`src/rtl/control_unit_pkg.sv`:
```
// Shared definitions for the hardwired control unit: widths, opcode and
// ALU codes, FSM state encoding, decode class and strobe bundles.
package control_unit_pkg;

  localparam int DATA_W   = 32;
  localparam int OPC_W    = 5;
  localparam int ALU_OP_W = 5;

  // Instruction opcodes, found in ir[31:27]
  localparam logic [OPC_W-1:0] OPC_LD   = 5'b00000;
  localparam logic [OPC_W-1:0] OPC_LDI  = 5'b00001;
  localparam logic [OPC_W-1:0] OPC_ST   = 5'b00010;
  localparam logic [OPC_W-1:0] OPC_ADD  = 5'b00011;
  localparam logic [OPC_W-1:0] OPC_SUB  = 5'b00100;
  localparam logic [OPC_W-1:0] OPC_AND  = 5'b00101;
  localparam logic [OPC_W-1:0] OPC_OR   = 5'b00110;
  localparam logic [OPC_W-1:0] OPC_ADDI = 5'b01100;
  localparam logic [OPC_W-1:0] OPC_ANDI = 5'b01101;
  localparam logic [OPC_W-1:0] OPC_ORI  = 5'b01110;
  localparam logic [OPC_W-1:0] OPC_IN   = 5'b10110;
  localparam logic [OPC_W-1:0] OPC_OUT  = 5'b10111;
  localparam logic [OPC_W-1:0] OPC_NOP  = 5'b11010;
  localparam logic [OPC_W-1:0] OPC_HALT = 5'b11011;

  // ALU function selects
  localparam logic [ALU_OP_W-1:0] ALU_NONE = 5'b00000;
  localparam logic [ALU_OP_W-1:0] ALU_ADD  = 5'b00011;
  localparam logic [ALU_OP_W-1:0] ALU_SUB  = 5'b00100;
  localparam logic [ALU_OP_W-1:0] ALU_AND  = 5'b00101;
  localparam logic [ALU_OP_W-1:0] ALU_OR   = 5'b00110;

  typedef enum logic [3:0] {
    ST_RESET = 4'd0,
    ST_T0    = 4'd1,
    ST_T1    = 4'd2,
    ST_T2    = 4'd3,
    ST_T3    = 4'd4,
    ST_T4    = 4'd5,
    ST_T5    = 4'd6,
    ST_T6    = 4'd7,
    ST_T7    = 4'd8,
    ST_HALT  = 4'd9
  } state_t;

  // Exactly one class bit is set for any opcode
  typedef struct packed {
    logic cls_ld;
    logic cls_ldi;
    logic cls_st;
    logic cls_alu_r;
    logic cls_alu_i;
    logic cls_in;
    logic cls_out;
    logic cls_nop;
    logic cls_halt;
    logic cls_illegal;
  } cls_t;

  // Everything the control unit drives toward the datapath
  typedef struct packed {
    logic pc_out, zlo_out, zhi_out, hi_out, lo_out, mdr_out, inport_out, c_sign_extended_out, ba_out;
    logic pc_enable, mar_enable, mdr_enable, ir_enable, y_enable, z_enable;
    logic hi_enable, lo_enable, outport_enable, inport_enable, r15_enable, con_enable;
    logic pc_increment, read, ram_write, gra, grb, grc, r_in, r_out;
    logic [ALU_OP_W-1:0] alu_op;
    logic run;
    logic illegal_op;
  } strobes_t;

  // Instructions that form an address/immediate as Rb(or 0)+C in T3/T4
  function automatic logic uses_addr_path(input cls_t c);
    return c.cls_ld | c.cls_ldi | c.cls_st;
  endfunction

  // Instructions that continue into the memory steps T6/T7
  function automatic logic is_mem_op(input cls_t c);
    return c.cls_ld | c.cls_st;
  endfunction

endpackage

```
`src/rtl/control_unit_if.sv`:
```
// Strobe bus between the control unit (master) and the datapath (slave).
interface control_unit_if;
  import control_unit_pkg::*;

  logic [DATA_W-1:0]   ir;
  logic pc_out, zlo_out, zhi_out, hi_out, lo_out, mdr_out, inport_out, c_sign_extended_out, ba_out;
  logic pc_enable, mar_enable, mdr_enable, ir_enable, y_enable, z_enable;
  logic hi_enable, lo_enable, outport_enable, inport_enable, r15_enable, con_enable;
  logic pc_increment, read, ram_write, gra, grb, grc, r_in, r_out;
  logic [ALU_OP_W-1:0] alu_op;
  logic run;
  logic illegal_op;

  modport master (
    input  ir,
    output pc_out, zlo_out, zhi_out, hi_out, lo_out, mdr_out, inport_out, c_sign_extended_out, ba_out,
    output pc_enable, mar_enable, mdr_enable, ir_enable, y_enable, z_enable,
    output hi_enable, lo_enable, outport_enable, inport_enable, r15_enable, con_enable,
    output pc_increment, read, ram_write, gra, grb, grc, r_in, r_out,
    output alu_op, run, illegal_op
  );

  modport slave (
    output ir,
    input  pc_out, zlo_out, zhi_out, hi_out, lo_out, mdr_out, inport_out, c_sign_extended_out, ba_out,
    input  pc_enable, mar_enable, mdr_enable, ir_enable, y_enable, z_enable,
    input  hi_enable, lo_enable, outport_enable, inport_enable, r15_enable, con_enable,
    input  pc_increment, read, ram_write, gra, grb, grc, r_in, r_out,
    input  alu_op, run, illegal_op
  );

endinterface

```
`src/rtl/control_unit_ctrl_decode.sv`:
```
// Opcode decoder: classifies ir[31:27] and picks the ALU function for
// arithmetic instructions. Purely combinational.
module control_unit_ctrl_decode
  import control_unit_pkg::*;
(
  input  logic [DATA_W-1:0]   ir_i,
  output cls_t                cls_o,
  output logic [ALU_OP_W-1:0] alu_op_o
);

  logic [OPC_W-1:0] opc_s;
  logic             ir_unused_s;

  assign opc_s       = ir_i[DATA_W-1 -: OPC_W];
  // Register fields and constants are consumed by the datapath, not here
  assign ir_unused_s = ^ir_i[DATA_W-OPC_W-1:0];

  // Map opcode to its class and ALU function; immediates reuse reg-reg codes
  always_comb begin
    cls_o    = '0;
    alu_op_o = ALU_NONE;
    case (opc_s)
      OPC_LD:   cls_o.cls_ld  = 1'b1;
      OPC_LDI:  cls_o.cls_ldi = 1'b1;
      OPC_ST:   cls_o.cls_st  = 1'b1;
      OPC_ADD:  begin cls_o.cls_alu_r = 1'b1; alu_op_o = ALU_ADD; end
      OPC_SUB:  begin cls_o.cls_alu_r = 1'b1; alu_op_o = ALU_SUB; end
      OPC_AND:  begin cls_o.cls_alu_r = 1'b1; alu_op_o = ALU_AND; end
      OPC_OR:   begin cls_o.cls_alu_r = 1'b1; alu_op_o = ALU_OR;  end
      OPC_ADDI: begin cls_o.cls_alu_i = 1'b1; alu_op_o = ALU_ADD; end
      OPC_ANDI: begin cls_o.cls_alu_i = 1'b1; alu_op_o = ALU_AND; end
      OPC_ORI:  begin cls_o.cls_alu_i = 1'b1; alu_op_o = ALU_OR;  end
      OPC_IN:   cls_o.cls_in   = 1'b1;
      OPC_OUT:  cls_o.cls_out  = 1'b1;
      OPC_NOP:  cls_o.cls_nop  = 1'b1;
      OPC_HALT: cls_o.cls_halt = 1'b1;
      default:  cls_o.cls_illegal = 1'b1;
    endcase
  end

endmodule

```
`src/rtl/control_unit.sv`:
```
// Hardwired Moore control unit: state register plus per-state strobe decode.
// Fetch is T0..T2; execute steps start at T3 once IR holds the instruction,
// so execute-step strobes are decoded from the live IR opcode.
module control_unit
  import control_unit_pkg::*;
(
  input logic            clk,
  input logic            clr,
  control_unit_if.master bus
);

  state_t              state_q, state_d;
  cls_t                cls_s;
  logic [ALU_OP_W-1:0] dec_alu_s;
  strobes_t            strb_s;

  control_unit_ctrl_decode u_decode (
    .ir_i     (bus.ir),
    .cls_o    (cls_s),
    .alu_op_o (dec_alu_s)
  );

  // Next-state sequencing: fetch, then an instruction-length execute tail
  always_comb begin
    state_d = state_q;
    case (state_q)
      ST_RESET: state_d = ST_T0;
      ST_T0:    state_d = ST_T1;
      ST_T1:    state_d = ST_T2;
      ST_T2:    state_d = ST_T3;
      ST_T3: begin
        if (cls_s.cls_halt) begin
          state_d = ST_HALT;
        end else if (uses_addr_path(cls_s) || cls_s.cls_alu_r || cls_s.cls_alu_i) begin
          state_d = ST_T4;
        end else begin
          state_d = ST_T0;
        end
      end
      ST_T4:    state_d = ST_T5;
      ST_T5: begin
        if (is_mem_op(cls_s)) begin
          state_d = ST_T6;
        end else begin
          state_d = ST_T0;
        end
      end
      ST_T6:    state_d = ST_T7;
      ST_T7:    state_d = ST_T0;
      ST_HALT:  state_d = ST_HALT;
      default:  state_d = ST_RESET;
    endcase
  end

  // State register; clr wins at any edge, including mid-instruction
  always_ff @(posedge clk) begin
    if (clr) begin
      state_q <= ST_RESET;
    end else begin
      state_q <= state_d;
    end
  end

  // Strobe decode for the current step; RESET and HALT keep everything low
  always_comb begin
    strb_s = '0;
    case (state_q)
      ST_T0: begin
        strb_s.run          = 1'b1;
        strb_s.pc_out       = 1'b1;
        strb_s.mar_enable   = 1'b1;
        strb_s.pc_increment = 1'b1;
        strb_s.z_enable     = 1'b1;
        strb_s.alu_op       = ALU_ADD;
      end
      ST_T1: begin
        strb_s.run        = 1'b1;
        strb_s.zlo_out    = 1'b1;
        strb_s.pc_enable  = 1'b1;
        strb_s.read       = 1'b1;
        strb_s.mdr_enable = 1'b1;
      end
      ST_T2: begin
        strb_s.run       = 1'b1;
        strb_s.mdr_out   = 1'b1;
        strb_s.ir_enable = 1'b1;
      end
      ST_T3: begin
        strb_s.run = 1'b1;
        if (uses_addr_path(cls_s)) begin
          // Base register goes through the R0-as-zero path
          strb_s.grb      = 1'b1;
          strb_s.ba_out   = 1'b1;
          strb_s.y_enable = 1'b1;
        end else if (cls_s.cls_alu_r || cls_s.cls_alu_i) begin
          strb_s.grb      = 1'b1;
          strb_s.r_out    = 1'b1;
          strb_s.y_enable = 1'b1;
        end else if (cls_s.cls_out) begin
          strb_s.gra            = 1'b1;
          strb_s.r_out          = 1'b1;
          strb_s.outport_enable = 1'b1;
        end else if (cls_s.cls_in) begin
          strb_s.inport_out = 1'b1;
          strb_s.gra        = 1'b1;
          strb_s.r_in       = 1'b1;
        end else begin
          // nop and halt are silent here; undefined opcodes flag for one cycle
          strb_s.illegal_op = cls_s.cls_illegal;
        end
      end
      ST_T4: begin
        strb_s.run = 1'b1;
        if (uses_addr_path(cls_s)) begin
          strb_s.c_sign_extended_out = 1'b1;
          strb_s.z_enable            = 1'b1;
          strb_s.alu_op              = ALU_ADD;
        end else if (cls_s.cls_alu_r) begin
          strb_s.grc      = 1'b1;
          strb_s.r_out    = 1'b1;
          strb_s.z_enable = 1'b1;
          strb_s.alu_op   = dec_alu_s;
        end else if (cls_s.cls_alu_i) begin
          strb_s.c_sign_extended_out = 1'b1;
          strb_s.z_enable            = 1'b1;
          strb_s.alu_op              = dec_alu_s;
        end else begin
          strb_s.z_enable = 1'b0;
        end
      end
      ST_T5: begin
        strb_s.run     = 1'b1;
        strb_s.zlo_out = 1'b1;
        if (is_mem_op(cls_s)) begin
          strb_s.mar_enable = 1'b1;
        end else begin
          strb_s.gra  = 1'b1;
          strb_s.r_in = 1'b1;
        end
      end
      ST_T6: begin
        strb_s.run        = 1'b1;
        strb_s.mdr_enable = 1'b1;
        if (cls_s.cls_st) begin
          // MDR loads from the register bus, not memory
          strb_s.gra   = 1'b1;
          strb_s.r_out = 1'b1;
        end else begin
          strb_s.read = 1'b1;
        end
      end
      ST_T7: begin
        strb_s.run = 1'b1;
        if (cls_s.cls_st) begin
          strb_s.ram_write = 1'b1;
        end else begin
          strb_s.mdr_out = 1'b1;
          strb_s.gra     = 1'b1;
          strb_s.r_in    = 1'b1;
        end
      end
      default: strb_s = '0;
    endcase
  end

  assign bus.pc_out              = strb_s.pc_out;
  assign bus.zlo_out             = strb_s.zlo_out;
  assign bus.zhi_out             = strb_s.zhi_out;
  assign bus.hi_out              = strb_s.hi_out;
  assign bus.lo_out              = strb_s.lo_out;
  assign bus.mdr_out             = strb_s.mdr_out;
  assign bus.inport_out          = strb_s.inport_out;
  assign bus.c_sign_extended_out = strb_s.c_sign_extended_out;
  assign bus.ba_out              = strb_s.ba_out;
  assign bus.pc_enable           = strb_s.pc_enable;
  assign bus.mar_enable          = strb_s.mar_enable;
  assign bus.mdr_enable          = strb_s.mdr_enable;
  assign bus.ir_enable           = strb_s.ir_enable;
  assign bus.y_enable            = strb_s.y_enable;
  assign bus.z_enable            = strb_s.z_enable;
  assign bus.hi_enable           = strb_s.hi_enable;
  assign bus.lo_enable           = strb_s.lo_enable;
  assign bus.outport_enable      = strb_s.outport_enable;
  assign bus.inport_enable       = strb_s.inport_enable;
  assign bus.r15_enable          = strb_s.r15_enable;
  assign bus.con_enable          = strb_s.con_enable;
  assign bus.pc_increment        = strb_s.pc_increment;
  assign bus.read                = strb_s.read;
  assign bus.ram_write           = strb_s.ram_write;
  assign bus.gra                 = strb_s.gra;
  assign bus.grb                 = strb_s.grb;
  assign bus.grc                 = strb_s.grc;
  assign bus.r_in                = strb_s.r_in;
  assign bus.r_out               = strb_s.r_out;
  assign bus.alu_op              = strb_s.alu_op;
  assign bus.run                 = strb_s.run;
  assign bus.illegal_op          = strb_s.illegal_op;

endmodule

```
`src/flat_wrapper.sv`:
```
// flat-port wrapper written by rule: the top's interface ports become plain ports
module control_unit_flat import control_unit_pkg::*;
  (clk, clr, bus_ir, bus_pc_out, bus_zlo_out, bus_zhi_out, bus_hi_out, bus_lo_out, bus_mdr_out, bus_inport_out, bus_c_sign_extended_out, bus_ba_out, bus_pc_enable, bus_mar_enable, bus_mdr_enable, bus_ir_enable, bus_y_enable, bus_z_enable, bus_hi_enable, bus_lo_enable, bus_outport_enable, bus_inport_enable, bus_r15_enable, bus_con_enable, bus_pc_increment, bus_read, bus_ram_write, bus_gra, bus_grb, bus_grc, bus_r_in, bus_r_out, bus_alu_op, bus_run, bus_illegal_op);
  control_unit_if bus_i ();
  input logic clk;
  input logic clr;
  input wire logic [$bits(bus_i.ir)-1:0] bus_ir;
  output wire logic [$bits(bus_i.pc_out)-1:0] bus_pc_out;
  output wire logic [$bits(bus_i.zlo_out)-1:0] bus_zlo_out;
  output wire logic [$bits(bus_i.zhi_out)-1:0] bus_zhi_out;
  output wire logic [$bits(bus_i.hi_out)-1:0] bus_hi_out;
  output wire logic [$bits(bus_i.lo_out)-1:0] bus_lo_out;
  output wire logic [$bits(bus_i.mdr_out)-1:0] bus_mdr_out;
  output wire logic [$bits(bus_i.inport_out)-1:0] bus_inport_out;
  output wire logic [$bits(bus_i.c_sign_extended_out)-1:0] bus_c_sign_extended_out;
  output wire logic [$bits(bus_i.ba_out)-1:0] bus_ba_out;
  output wire logic [$bits(bus_i.pc_enable)-1:0] bus_pc_enable;
  output wire logic [$bits(bus_i.mar_enable)-1:0] bus_mar_enable;
  output wire logic [$bits(bus_i.mdr_enable)-1:0] bus_mdr_enable;
  output wire logic [$bits(bus_i.ir_enable)-1:0] bus_ir_enable;
  output wire logic [$bits(bus_i.y_enable)-1:0] bus_y_enable;
  output wire logic [$bits(bus_i.z_enable)-1:0] bus_z_enable;
  output wire logic [$bits(bus_i.hi_enable)-1:0] bus_hi_enable;
  output wire logic [$bits(bus_i.lo_enable)-1:0] bus_lo_enable;
  output wire logic [$bits(bus_i.outport_enable)-1:0] bus_outport_enable;
  output wire logic [$bits(bus_i.inport_enable)-1:0] bus_inport_enable;
  output wire logic [$bits(bus_i.r15_enable)-1:0] bus_r15_enable;
  output wire logic [$bits(bus_i.con_enable)-1:0] bus_con_enable;
  output wire logic [$bits(bus_i.pc_increment)-1:0] bus_pc_increment;
  output wire logic [$bits(bus_i.read)-1:0] bus_read;
  output wire logic [$bits(bus_i.ram_write)-1:0] bus_ram_write;
  output wire logic [$bits(bus_i.gra)-1:0] bus_gra;
  output wire logic [$bits(bus_i.grb)-1:0] bus_grb;
  output wire logic [$bits(bus_i.grc)-1:0] bus_grc;
  output wire logic [$bits(bus_i.r_in)-1:0] bus_r_in;
  output wire logic [$bits(bus_i.r_out)-1:0] bus_r_out;
  output wire logic [$bits(bus_i.alu_op)-1:0] bus_alu_op;
  output wire logic [$bits(bus_i.run)-1:0] bus_run;
  output wire logic [$bits(bus_i.illegal_op)-1:0] bus_illegal_op;
  assign bus_i.ir = bus_ir;
  assign bus_pc_out = bus_i.pc_out;
  assign bus_zlo_out = bus_i.zlo_out;
  assign bus_zhi_out = bus_i.zhi_out;
  assign bus_hi_out = bus_i.hi_out;
  assign bus_lo_out = bus_i.lo_out;
  assign bus_mdr_out = bus_i.mdr_out;
  assign bus_inport_out = bus_i.inport_out;
  assign bus_c_sign_extended_out = bus_i.c_sign_extended_out;
  assign bus_ba_out = bus_i.ba_out;
  assign bus_pc_enable = bus_i.pc_enable;
  assign bus_mar_enable = bus_i.mar_enable;
  assign bus_mdr_enable = bus_i.mdr_enable;
  assign bus_ir_enable = bus_i.ir_enable;
  assign bus_y_enable = bus_i.y_enable;
  assign bus_z_enable = bus_i.z_enable;
  assign bus_hi_enable = bus_i.hi_enable;
  assign bus_lo_enable = bus_i.lo_enable;
  assign bus_outport_enable = bus_i.outport_enable;
  assign bus_inport_enable = bus_i.inport_enable;
  assign bus_r15_enable = bus_i.r15_enable;
  assign bus_con_enable = bus_i.con_enable;
  assign bus_pc_increment = bus_i.pc_increment;
  assign bus_read = bus_i.read;
  assign bus_ram_write = bus_i.ram_write;
  assign bus_gra = bus_i.gra;
  assign bus_grb = bus_i.grb;
  assign bus_grc = bus_i.grc;
  assign bus_r_in = bus_i.r_in;
  assign bus_r_out = bus_i.r_out;
  assign bus_alu_op = bus_i.alu_op;
  assign bus_run = bus_i.run;
  assign bus_illegal_op = bus_i.illegal_op;
  control_unit u_core (.clk(clk), .clr(clr), .bus(bus_i));
endmodule
```
`config.mk`:
```
export PLATFORM = sky130hd
export DESIGN_NAME = control_unit_flat
export DESIGN_NICKNAME = d
export VERILOG_FILES = /design/src/rtl/control_unit_pkg.sv /design/src/rtl/control_unit_if.sv /design/src/rtl/control_unit_ctrl_decode.sv /design/src/rtl/control_unit.sv /design/src/flat_wrapper.sv
export SDC_FILE = /design/constraint.sdc
export NUM_CORES = 1
export LEC_CHECK = 0
export CORE_MARGIN = 5
export CORE_UTILIZATION = 30
export CTS_CLUSTER_DIAMETER = 200
export DETAILED_ROUTE_END_ITERATION = 8
export HOLD_SLACK_MARGIN = 0.05
export PLACE_DENSITY_LB_ADDON = 0.08
export SLEW_MARGIN = 20
export SYNTH_ARGS = -nofsm -noshare
export SYNTH_HDL_FRONTEND = slang
export SYNTH_SLANG_ARGS = --single-unit
```
`constraint.sdc`:
```
create_clock -name clk -period 2.45 [get_ports clk]
set_input_delay 0.49 -clock clk [delete_from_list [all_inputs] [get_ports clk]]
set_output_delay 0.49 -clock clk [all_outputs]
set_load 0.05 [all_outputs]
```
==> flow_summary_export.csv <==
group,metric,value,unit
status,status,"complete, no violations",
setup_path,startpoint_type,"primary input",
route,totalWireLength,2478,um
timing,slew_headroom,62.58,%
logic_synthesis,synth_area,732.0,um^2
logic_synthesis,ys_ff_latch,4,
floorplan,io_pins,70,
power,irDropWorstVdd,307.8,uV
route,first_iter_violations,21,
global_route,grt_max_degree,15,
global_route,grt_pass1_wl,3926,um
floorplan,dieHeight,59.40,um
logic_synthesis,avgSynthCellArea,6.841,um^2
logic_synthesis,synthTopCellsByArea,"buf_4 13%, dfxtp_1 11%, a21oi_1 5.5%",
min_path,hold_start,"u_core.state_q[2]",
clocking,insertion_delay,0.23,ns
logic_synthesis,synth_top_cell_area_share,13.33,%
setup_path,reg2reg_slack,0.81,ns
logic_synthesis,synth_top_cell_by_area,"buf_4",
setup_path,path_class,"in -> out",
min_path,hold_path.class,"reg -> reg",
finish,nFillCells,193,
clocking,numCtsBuffers,3,
timing,fin_worst_skew,0.001706,ns
route,ant_nets,0,
logic_synthesis,syn_inst,107,
finish,nets,190,
clocking,cts.clk_slew.worst_paths,0.03,ns
min_path,hold_end,"u_core.state_q[2]",
floorplan,die_area,3528,um^2
setup_path,crit_required,1.96,ns
logic_synthesis,synth.distinct_cells,38,
global_route,grt_overflow,0,
timing,rsz0062_at_grt,"true",
setup_path,crit_path_top_delay_cell,"or4_4",
timing,fin_crit_sh,98.25,%
placement,pre_cts_slack,-0.2811,ns
flow_run,maxCapViolations,0,
finish,syn2layout_area_growth,91.28,%
clocking,hold_buffers,0,
power,internal_power,228.1,uW
setup_path,cp_cell_sequence,"dlygate4sd2_1, or4_4, a32oi_2, a21bo_2, buf_8",
placement,port_buffers,32,
floorplan,die-width,59.40,um
global_route,antenna_found_initial,0,
logic_synthesis,synth.yosys.seq_area_share,10.94,%
setup_path,r2r-start,"u_core.state_q[1]",
route,drtPass1Iterations,4,
timing,final.setup.tns,0,ns
timing,final-setup-viol-count,0,
power,p_seq_share,16.9,%
power,p_sw,202.2,uW
placement,place_area,1331,um^2
route,drcViolationCount,0,
clocking,clockRootBuffer,"clkbuf_4",
floorplan,fp-row-count,17,
route,vias_per_cell,5.214,
setup_path,max_stage_delay,0.54,ns
finish,largest_register,"u_core.state_q",
setup_path,r2r_cells,4,
timing,hold_violations,0,
power,p_sw_share,46.99,%
clocking,clk_path_buf_depth,2,
route,drt-wirelength-per-cell,13.62,um
power,power_frac_clock,18.2,%
setup_path,startpoint,"bus_ir[27]",
global_route,grt_pass1_vias,869,
logic_synthesis,synth_warnings,0,
power,power_frac_comb,64.9,%
setup_path,crit-reg2reg-capture,"u_core.state_q[3]",
finish,top_regs,"u_core.state_q (4)",
finish,layout-drive-gt1-share,47.40,%
placement,gp_congestion,0.7851,
clocking,cts.sinks,4,
clocking,cts_tree,"built",
timing,min_period,2.407,ns
min_path,hold_depth,2,
timing,fin_ws,0.04289,ns
timing,worst_pin_slew,0.5535,ns
setup_path,crit_path_max_fanout,4,
finish,antenna_cells,0,
clocking,cts_max_level,1,
power,power.density,307.3,nW/um^2
floorplan,core,2276,um^2
timing,slew_violations,0,
placement,dp.final_hpwl,1945,um
power,power.leakage,0.6093,nW
floorplan,start_util,32.16,%
finish,largest_register_ffs,4,
timing,fmaxAchievable,415.4,MHz
route,vias,949,
finish,postLayoutCellArea,1400,um^2
setup_path,critical_path_arrival,1.92,ns
setup_path,cp-end-kind,"output pin",
global_route,grt_usage,14.18,%
[power by group through the flow]
| stage | logic (mW) | registers (mW) | clock network (mW) |
|---|---|---|---|
| final | 0.279 | 0.0726 | 0.0784 |
| after global routing | 0.294 | 0.0728 | 0.0926 |
| after CTS | 0.280 | 0.0721 | 0.0836 |
| after detailed placement | 0.273 | 0.0731 | 0 |
| after global placement | 0.269 | 0.0728 | 0 |
| after floorplan | 0.184 | 0.0715 | 0 |
[stage by stage]
step           total power [mW]  cells  hold slack, ns  utilization [%]
2_1_floorplan            0.2557    116          0.5624                -
3_3_place_gp             0.3420    177          0.5259            58.49
3_5_place_dp             0.3458    177          0.5318            58.49
4_1_cts                  0.4353    182          0.5333            61.90
5_1_grt                  0.4596    182          0.5791            61.52
6_report                 0.4302    182          0.5298            61.52
[per-layer routing]
| metal | GRT usage, % | wire length (um) | share of wire, % | up-vias |
|---|---|---|---|---|
| met1 | 16.73 | 1044 | 42 | 461 |
| met5 | 0 | 0 | 0 | - |
| met4 | 5.502 | 21 | 0.85 | 0 |
| met3 | 2.397 | 144 | 5.8 | 4 |
| met2 | 25.12 | 1267 | 51 | 26 |
| li1 | - | - | - | 458 |
[worst max-delay path, delay by kind of cell]
family                 cells  cell delay (ns)
AND/OR/NAND/NOR            1             0.54
buffers and inverters      2             0.43
AO/OA/AOI/OAI              2             0.46
[cell type report]
class | count | area, um^2 | area share (%)
Timing Repair Buffer | 56 | 645.6 | 46.11
Multi-Input combinational cell | 90 | 611.8 | 43.70
Sequential cell | 4 | 81.33 | 5.809
Tap cell | 28 | 35.03 | 2.502
Clock buffer | 3 | 22.52 | 1.609
Inverter | 1 | 3.754 | 0.2681
[synthesized netlist by cell type]
cell	count
nand2b_1	3
xnor2_1	2
buf_2	1
buf_4	13
nor3_1	7
o31ai_1	1
xor2_1	3
nand4b_1	1
o22ai_1	1
or3b_4	2
a21oi_1	8
nand3b_1	1
nor2_1	10
nor3b_1	2
a31o_2	1
clkbuf_1	6
or3_4	1
dfxtp_1	4
nand3_1	2
inv_1	1
nor3_2	1
or2_2	2
or4_1	1
nor4b_1	3
and2_1	1
o32ai_1	1
nand2_1	6
or4b_1	1
buf_1	1
a32oi_1	3
o21ai_0	4
nor2b_1	5
a211oi_1	2
a211o_1	1
a311oi_1	1
a21bo_2	2
o2bb2ai_1	1
conb_1	1
[worst max path at each step]
stage	to	slack [ns]	depth (start not counted)
floorplan	bus_alu_op[2]	-0.42	4
global placement	bus_gra	-0.27	5
detailed placement	bus_gra	-0.28	5
CTS	bus_gra	0.003	5
global route	bus_gra	-0.002	5
finish	bus_gra	0.04	5
[layout by cell type, fill, tap and decap left out, types with 2 or more instances in the layout]
master,count
a211oi_1,2
a21bo_2,2
a21oi_1,8
a32oi_1,2
buf_12,17
buf_4,31
clkbuf_2,2
clkbuf_4,3
conb_1,10
dfxtp_1,3
dlygate4sd2_1,3
nand2_1,6
nand2b_1,3
nand3_1,2
nor2_1,10
nor2b_1,4
nor3_1,6
nor3_4,2
nor4b_1,2
o21ai_0,4
or3b_4,2
xor2_1,3
[logic make-up (layout without fill, tap and decap cells)]
kind of cell	after synthesis	count (layout)	synth area share (%)
xor gates and xnor gates	5	5	5.984
DFF	4	4	10.94
AOI/OAI and AO/OA	26	26	24.45
other	1	10	0.5123
buffers and inverters	22	60	18.12
and+or+nand+nor	49	49	40.00
[what timing repair did]
item | 4_1_cts | 5_1_grt
pin swaps | 4 | 2
endpoints found under the hold margin | 0 | 0
resized for setup | 16 | 3
cloned | 0 | 0
setup buffers | 2 | 0
setup endpoints to repair | 14 | 2
(Power assumes the default switching activity.)
